==> src/rtl/mmio_uart.sv <==
// Memory-mapped 8N1 UART: TX FIFO, STATUS/DIV registers; UART_RX_EN adds a receiver with an RX holding register.
// First start bit leaves txd one edge after the FIFO push; writes to a full FIFO are dropped and flagged in tx_ovf.
module mmio_uart #(
  parameter int          FIFO_DEPTH  = 8,
  parameter int          FIFO_AW     = 3,
  parameter logic [15:0] DEFAULT_DIV = 16'd104
) (
  input  logic        clk,
  input  logic        rst_n,
  input  logic        sel,
  input  logic        w_en,
  input  logic        rd_en,
  input  logic [2:0]  addr,
  input  logic [15:0] data_w,
  output logic [15:0] data_r,
  output logic        txd,
  input  logic        rxd,
  output logic        irq
);

  localparam logic [1:0] REG_DATA   = 2'd0;
  localparam logic [1:0] REG_STATUS = 2'd1;
  localparam logic [1:0] REG_DIV    = 2'd2;

  typedef enum logic [1:0] {ST_IDLE, ST_START, ST_DATA, ST_STOP} uart_state_e;

  logic wr_acc, data_wr, status_wr, div_wr;
  assign wr_acc    = sel & w_en;
  assign data_wr   = wr_acc && (addr[2:1] == REG_DATA);
  assign status_wr = wr_acc && (addr[2:1] == REG_STATUS);
  assign div_wr    = wr_acc && (addr[2:1] == REG_DIV);

  logic unused_addr0;
  assign unused_addr0 = addr[0];

  logic [7:0]         mem_q [FIFO_DEPTH];
  logic [7:0]         mem_d [FIFO_DEPTH];
  logic [FIFO_AW-1:0] wr_ptr_q, wr_ptr_d, rd_ptr_q, rd_ptr_d;
  logic [FIFO_AW:0]   count_q, count_d;
  logic               tx_full, tx_empty, push, pop;
  logic [15:0]        div_q, div_d;
  logic               tx_ovf_q, tx_ovf_d;
  uart_state_e        tx_state_q, tx_state_d;
  logic [7:0]         tx_shift_q, tx_shift_d;
  logic [2:0]         tx_idx_q, tx_idx_d;
  logic [15:0]        tx_cnt_q, tx_cnt_d, tx_div_q, tx_div_d;
  logic               txd_q, txd_d;
  logic               rx_valid, rx_overrun, rx_frame_err;
  logic [7:0]         rx_byte;
  logic [15:0]        status;

  assign tx_full  = (count_q == (FIFO_AW+1)'(FIFO_DEPTH));
  assign tx_empty = (count_q == '0);
  // Full is judged on the registered count, so a same-cycle pop never rescues a push.
  assign push     = data_wr & ~tx_full;

  always_comb begin
    mem_d    = mem_q;
    wr_ptr_d = wr_ptr_q;
    rd_ptr_d = rd_ptr_q;
    count_d  = count_q;
    if (push) begin
      mem_d[wr_ptr_q] = data_w[7:0];
      wr_ptr_d        = wr_ptr_q + 1'b1;
    end
    if (pop) rd_ptr_d = rd_ptr_q + 1'b1;
    case ({push, pop})
      2'b10:   count_d = count_q + 1'b1;
      2'b01:   count_d = count_q - 1'b1;
      default: count_d = count_q;
    endcase
  end

  always_comb begin
    div_d    = div_q;
    tx_ovf_d = tx_ovf_q;
    if (div_wr) div_d = (data_w == 16'd0) ? 16'd1 : data_w;
    if (status_wr && data_w[3]) tx_ovf_d = 1'b0;
    if (data_wr && tx_full) tx_ovf_d = 1'b1;
  end

  always_comb begin
    tx_state_d = tx_state_q;
    tx_shift_d = tx_shift_q;
    tx_idx_d   = tx_idx_q;
    tx_cnt_d   = tx_cnt_q;
    tx_div_d   = tx_div_q;
    pop        = 1'b0;
    case (tx_state_q)
      ST_IDLE: begin
        if (!tx_empty) begin
          pop        = 1'b1;
          tx_shift_d = mem_q[rd_ptr_q];
          tx_div_d   = div_q;
          tx_cnt_d   = div_q - 16'd1;
          tx_state_d = ST_START;
        end
      end
      ST_START: begin
        if (tx_cnt_q == 16'd0) begin
          tx_cnt_d   = tx_div_q - 16'd1;
          tx_idx_d   = 3'd0;
          tx_state_d = ST_DATA;
        end else begin
          tx_cnt_d = tx_cnt_q - 16'd1;
        end
      end
      ST_DATA: begin
        if (tx_cnt_q == 16'd0) begin
          tx_cnt_d   = tx_div_q - 16'd1;
          tx_shift_d = {1'b0, tx_shift_q[7:1]};
          tx_idx_d   = tx_idx_q + 3'd1;
          if (tx_idx_q == 3'd7) tx_state_d = ST_STOP;
        end else begin
          tx_cnt_d = tx_cnt_q - 16'd1;
        end
      end
      ST_STOP: begin
        if (tx_cnt_q == 16'd0) begin
          if (!tx_empty) begin
            pop        = 1'b1;
            tx_shift_d = mem_q[rd_ptr_q];
            tx_div_d   = div_q;
            tx_cnt_d   = div_q - 16'd1;
            tx_state_d = ST_START;
          end else begin
            tx_state_d = ST_IDLE;
          end
        end else begin
          tx_cnt_d = tx_cnt_q - 16'd1;
        end
      end
      default: tx_state_d = ST_IDLE;
    endcase
    // Registered line level follows the next state so txd never glitches.
    txd_d = (tx_state_d == ST_START) ? 1'b0 :
            (tx_state_d == ST_DATA)  ? tx_shift_d[0] : 1'b1;
  end

  always_ff @(posedge clk) begin
    mem_q <= mem_d;
  end

  always_ff @(posedge clk) begin
    if (!rst_n) begin
      wr_ptr_q   <= '0;
      rd_ptr_q   <= '0;
      count_q    <= '0;
      div_q      <= DEFAULT_DIV;
      tx_ovf_q   <= 1'b0;
      tx_state_q <= ST_IDLE;
      tx_shift_q <= '0;
      tx_idx_q   <= '0;
      tx_cnt_q   <= '0;
      tx_div_q   <= DEFAULT_DIV;
      txd_q      <= 1'b1;
    end else begin
      wr_ptr_q   <= wr_ptr_d;
      rd_ptr_q   <= rd_ptr_d;
      count_q    <= count_d;
      div_q      <= div_d;
      tx_ovf_q   <= tx_ovf_d;
      tx_state_q <= tx_state_d;
      tx_shift_q <= tx_shift_d;
      tx_idx_q   <= tx_idx_d;
      tx_cnt_q   <= tx_cnt_d;
      tx_div_q   <= tx_div_d;
      txd_q      <= txd_d;
    end
  end

`ifdef UART_RX_EN
  logic        data_rd;
  logic        rxd_s1_q, rxd_s2_q, rxd_prev_q;
  uart_state_e rx_state_q, rx_state_d;
  logic [15:0] rx_cnt_q, rx_cnt_d, rx_div_q, rx_div_d, rx_half;
  logic [2:0]  rx_idx_q, rx_idx_d;
  logic [7:0]  rx_shift_q, rx_shift_d, rx_byte_q, rx_byte_d;
  logic        rx_valid_q, rx_valid_d, rx_overrun_q, rx_overrun_d;
  logic        rx_frame_err_q, rx_frame_err_d, rx_done, rx_bad;

  assign data_rd = sel && rd_en && (addr[2:1] == REG_DATA);
  assign rx_half = (div_q[15:1] == 15'd0) ? 16'd1 : {1'b0, div_q[15:1]};

  always_comb begin
    rx_state_d = rx_state_q;
    rx_cnt_d   = rx_cnt_q;
    rx_div_d   = rx_div_q;
    rx_idx_d   = rx_idx_q;
    rx_shift_d = rx_shift_q;
    rx_done    = 1'b0;
    rx_bad     = 1'b0;
    case (rx_state_q)
      ST_IDLE: begin
        if (rxd_prev_q && !rxd_s2_q) begin
          rx_div_d   = div_q;
          rx_cnt_d   = rx_half - 16'd1;
          rx_state_d = ST_START;
        end
      end
      ST_START: begin
        if (rx_cnt_q == 16'd0) begin
          if (rxd_s2_q) begin
            rx_state_d = ST_IDLE;
          end else begin
            rx_cnt_d   = rx_div_q - 16'd1;
            rx_idx_d   = 3'd0;
            rx_state_d = ST_DATA;
          end
        end else begin
          rx_cnt_d = rx_cnt_q - 16'd1;
        end
      end
      ST_DATA: begin
        if (rx_cnt_q == 16'd0) begin
          rx_shift_d = {rxd_s2_q, rx_shift_q[7:1]};
          rx_cnt_d   = rx_div_q - 16'd1;
          rx_idx_d   = rx_idx_q + 3'd1;
          if (rx_idx_q == 3'd7) rx_state_d = ST_STOP;
        end else begin
          rx_cnt_d = rx_cnt_q - 16'd1;
        end
      end
      ST_STOP: begin
        if (rx_cnt_q == 16'd0) begin
          rx_state_d = ST_IDLE;
          rx_bad     = ~rxd_s2_q;
          rx_done    = rxd_s2_q;
        end else begin
          rx_cnt_d = rx_cnt_q - 16'd1;
        end
      end
      default: rx_state_d = ST_IDLE;
    endcase
    rx_byte_d      = rx_done ? rx_shift_q : rx_byte_q;
    rx_valid_d     = rx_done | (rx_valid_q & ~data_rd);
    // A byte landing in the same cycle as the draining read is not an overrun.
    rx_overrun_d   = (rx_overrun_q & ~(status_wr & data_w[5])) | (rx_done & rx_valid_q & ~data_rd);
    rx_frame_err_d = (rx_frame_err_q & ~(status_wr & data_w[6])) | rx_bad;
  end

  always_ff @(posedge clk) begin
    if (!rst_n) begin
      rxd_s1_q       <= 1'b1;
      rxd_s2_q       <= 1'b1;
      rxd_prev_q     <= 1'b1;
      rx_state_q     <= ST_IDLE;
      rx_cnt_q       <= '0;
      rx_div_q       <= DEFAULT_DIV;
      rx_idx_q       <= '0;
      rx_shift_q     <= '0;
      rx_byte_q      <= '0;
      rx_valid_q     <= 1'b0;
      rx_overrun_q   <= 1'b0;
      rx_frame_err_q <= 1'b0;
    end else begin
      rxd_s1_q       <= rxd;
      rxd_s2_q       <= rxd_s1_q;
      rxd_prev_q     <= rxd_s2_q;
      rx_state_q     <= rx_state_d;
      rx_cnt_q       <= rx_cnt_d;
      rx_div_q       <= rx_div_d;
      rx_idx_q       <= rx_idx_d;
      rx_shift_q     <= rx_shift_d;
      rx_byte_q      <= rx_byte_d;
      rx_valid_q     <= rx_valid_d;
      rx_overrun_q   <= rx_overrun_d;
      rx_frame_err_q <= rx_frame_err_d;
    end
  end

  assign rx_valid     = rx_valid_q;
  assign rx_overrun   = rx_overrun_q;
  assign rx_frame_err = rx_frame_err_q;
  assign rx_byte      = rx_byte_q;
`else
  logic unused_rx;
  assign unused_rx    = rxd ^ rd_en;
  assign rx_valid     = 1'b0;
  assign rx_overrun   = 1'b0;
  assign rx_frame_err = 1'b0;
  assign rx_byte      = 8'h00;
`endif

  assign status = {8'(count_q), 1'b0, rx_frame_err, rx_overrun, rx_valid,
                   tx_ovf_q, (tx_state_q != ST_IDLE), tx_empty, tx_full};

  always_comb begin
    data_r = 16'h0000;
    case (addr[2:1])
      REG_DATA:   data_r = {8'h00, rx_byte};
      REG_STATUS: data_r = status;
      REG_DIV:    data_r = div_q;
      default:    data_r = 16'h0000;
    endcase
  end

  assign txd = txd_q;
  assign irq = tx_empty | rx_valid;

endmodule

==> config.mk <==
export PLATFORM = sky130hd
export DESIGN_NAME = mmio_uart
export DESIGN_NICKNAME = d
export VERILOG_FILES = /design/src/rtl/mmio_uart.sv
export SDC_FILE = /design/constraint.sdc
export NUM_CORES = 1
export LEC_CHECK = 0
export ABC_AREA = 1
export CAP_MARGIN = 20
export CELL_PAD_IN_SITES_DETAIL_PLACEMENT = 1
export CELL_PAD_IN_SITES_GLOBAL_PLACEMENT = 1
export CORE_MARGIN = 2
export CORE_UTILIZATION = 45
export DETAILED_ROUTE_END_ITERATION = 10
export GPL_TIMING_DRIVEN = 0
export PLACE_DENSITY = 0.87
export SLEW_MARGIN = 20
export SYNTH_ARGS = -nofsm -noshare
export SYNTH_HDL_FRONTEND = slang
export SYNTH_SLANG_ARGS = --single-unit
==> constraint.sdc <==
create_clock -name clk -period 2.7 [get_ports clk]
set_input_delay 0.405 -clock clk [delete_from_list [all_inputs] [get_ports clk]]
set_output_delay 0.405 -clock clk [all_outputs]
set_load 0.01 [all_outputs]
==> results.txt <==
Seq cells post-synth: 137
post-detail-place hpwl: 17220 µm
Synth area leader: edfxtp_1
Ant. Diodes: 0
H-tree Lvls: 4
multi-input logic area: 3631 µm²
outcome: completed
post-synthesis cell area: 7547 µm²
simple-gate share of the synthesized area: 0.3069
Top Layer Used: met4
Worst Hold Class: flop to flop
hold slack: 0.4754 ns
Via Count: 7266
r2r worst-path depth: 17
first-pass GRT wire length: 40310 µm
initial antenna violation count: 0
DR WL met3: 1547 µm
Final nets: 1088
Max Cap Viol: 0
clk slew on worst S/H paths: 0.06 ns
adder-cell share of the synthesized area: 0.03150
Area growth, synth to finish: 16.96%
final hold vios: 0
final WL: 25330 µm
DR pass1 iterations: 5
post-synthesis sequential area ratio: 0.4483
Ys Warns: 0
compound-gate portion of the synthesized area: 0.1068
Initial Utilization: 0.4584
Fill cells: 2064
Final setup viols: 0
Reg area: 3385 µm²
final clock skew: 0.008540 ns
cell types occupying the most area after synthesis: edfxtp_1, dfxtp_1, nand2_1, nand3_1, inv_1
P_leak: 3.743 nW
CTS sink cnt: 137
kind of critical path: flop to output pin
DR WL met2: 12390 µm
RSZ-0062 raised after global routing: yes
Hold Path Cell Cnt: 2
Slew Limit Fails: 0
die width: 133.5 µm
main combinational cell family by area after synthesis: simple AND/OR/NAND/NOR gates
post-synthesis xor/xnor area fraction: 0.03017
Die H: 133.5 µm
met1 WL: 10660 µm
DR vias/cell: 5.690
global route overflow: 0
CP Max Fanout: 7
syn_area_per_cell: 7.639 µm²
synthesized net count: 1032
largest net degree at the start of global routing: 17
crit start category: flop
Crit path required time: 2.30 ns
routability congestion estimate: 0.8817
Boundary Pins: 43
worst-margin pin slew: 1.002 ns
port bufs: 39
floorplan core area: 16470 µm²
post-layout min period: 2.584 ns
Routed WL per cell: 19.84 µm
Final ANT Viol Nets: 0
final worst-path cycle share: 0.9569
total die area: 17820 µm²
post-synth cell types: 39
TritonCTS clock tree: yes
Design Power: 10.43 mW
Max VDD drop: 0.5982 mV
Critical Path AT: 2.18 ns
worst relative slew slack: 0.3296
element type at the critical path end: output pin
Overall Global Routing Usage: 0.2939
clock buffer depth: 2
worst skew pair latency: 0.43 ns
PwrDens: 1182 nW/µm²
# rows: 47
Post-route DRC: 0
top-area cell type share of the netlist area: 0.2546
clock root buffer: clkbuf_16
Synth Instances: 988
Num CTS Buffers: 17
share of layout cells above drive strength 1: 0.09650
DRT iter0 DRCs: 552
vias in the first global route: 7590
mux cell area share after synthesis: 0
Fmax: 387.0 MHz
[path summary, 6_finish.rpt]
| kind | slack, ns | to | from |
|---|---|---|---|
| setup reg to reg | 0.17 | count_q[2] | tx_cnt_q[0] |
| setup / recovery | 0.12 | data_r[2] | tx_state_q[1] |
| hold / removal | 0.48 | tx_idx_q[2] | tx_idx_q[2] |
| hold reg to reg | 0.48 | tx_idx_q[2] | tx_idx_q[2] |
[layout make-up]
class / count / area share
Buffer: 31 / 0.01800
Clock buffer: 20 / 0.05301
Clock inverter: 12 / 0.01120
Inverter: 109 / 0.04692
Multi-Input combinational cell: 708 / 0.4113
Sequential cell: 137 / 0.3834
Tap cell: 220 / 0.03118
Timing Repair Buffer: 40 / 0.04493
[worst max-delay path: stages (launching register included)]
cell and delay (ns):
dfxtp_1 0.44, inv_2 0.11, ha_1 0.23, inv_2 0.14
nand2_1 0.08, a21oi_1 0.17, clkdlybuf4s50_1 0.57
[cells in the final DEF (no fill, tap or decap), types with 3 or more instances in the layout]
cell type,count
nand2_1,280
nand3_1,102
inv_1,93
nor2_1,87
dfxtp_1,72
a21oi_1,65
edfxtp_1,64
clkdlybuf4s50_1,38
o21ai_0,24
xor2_1,23
o21ai_1,21
clkbuf_16,18
o211ai_1,17
ha_1,17
buf_2,13
inv_2,11
clkbuf_1,11
nor2_2,9
nand4_1,9
a211oi_1,6
or2_2,6
inv_6,6
nor2_4,5
nor2_8,4
inv_4,4
buf_4,4
clkinv_1,4
nor4_1,4
o22ai_1,4
nand2_4,3
nand2_2,3
xnor2_1,3
buf_1,3
[stage by stage]
stage | cells | setup TNS (ns) | cell area, µm² | util | setup WS (ns)
detailed placement | 1247 | -2.384 | 8213 | 0.4988 | -0.2316
floorplan | 988 | 0 | 7547 | - | 0.3480
global route | 1277 | -0.01573 | 8827 | 0.5361 | -0.01573
CTS | 1278 | 0 | 8815 | 0.5353 | 0.002564
global placement | 1247 | -1.263 | 8213 | 0.4988 | -0.2176
finish | 1277 | 0 | 8827 | 0.5361 | 0.1162
[synth_stat cells]
cell and count:
edfxtp_1 64, o21ai_1 21, xor2_1 23, nor4_1 4
a21oi_2 2, nand2_2 3, nand2_8 1, ha_1 19
and3_1 1, nor2_1 88, inv_2 10, nand2_4 3
nand3_1 102, a211oi_1 6, nor2_4 3, nor2b_1 1
clkinv_1 3, buf_4 2, xnor2_1 3, nand2_1 281
nor3_1 2, nand4_1 9, nor2_8 4, inv_1 96
o21a_1 1, clkbuf_1 13, buf_6 2, o211ai_1 17
buf_1 3, nor2_2 10, or2_2 6, and2_1 2
nand3_4 1, a21oi_1 65, o21ai_4 2, buf_2 14
dfxtp_1 73, o22ai_1 4, o21ai_0 24
[where the power goes]
group          switching (mW)  internal [mW]  leakage, nW
combinational            3.54           1.75         2.29
sequential              0.352           2.48         1.17
clock                    1.02           1.28        0.280
total                    4.92           5.52         3.74
[registers in the layout, summed over array words and instances (netlist names)]
| signal | count |
|---|---|
| txd | 1 |
| rd_ptr_q | 3 |
| tx_ovf_q | 1 |
| wr_ptr_q | 3 |
| count_q | 4 |
| mem_q | 64 |
| div_q | 16 |
| tx_div_q | 16 |
| tx_idx_q | 3 |
| tx_shift_q | 8 |
| tx_state_q | 2 |
| tx_cnt_q | 16 |
[what timing repair did]
action / 4_1_cts / 5_1_grt
hold buffers: 0 / 0
resized for setup: 12 / 6
setup endpoints to repair: 14 / 10
pin swaps: 0 / 1
buffers inserted: 0 / 1
[cells by family (layout without fill, tap and decap cells)]
kind of cell,count (synthesis),in the layout
adders and majority gates,19,19
DFF,137,137
xor gates and xnor gates,26,26
AOI/OAI and AO/OA,142,142
and+or+nand+nor,521,521
buffers and inverters,143,212
[metal layers]
metal  track usage  up-vias
li1              -     3361
met1        0.3761     3574
met2        0.4937      258
met3       0.04642       73
met4        0.1288        0
met5             0        -
No activity file was read; power rests on OpenSTA's default activity.
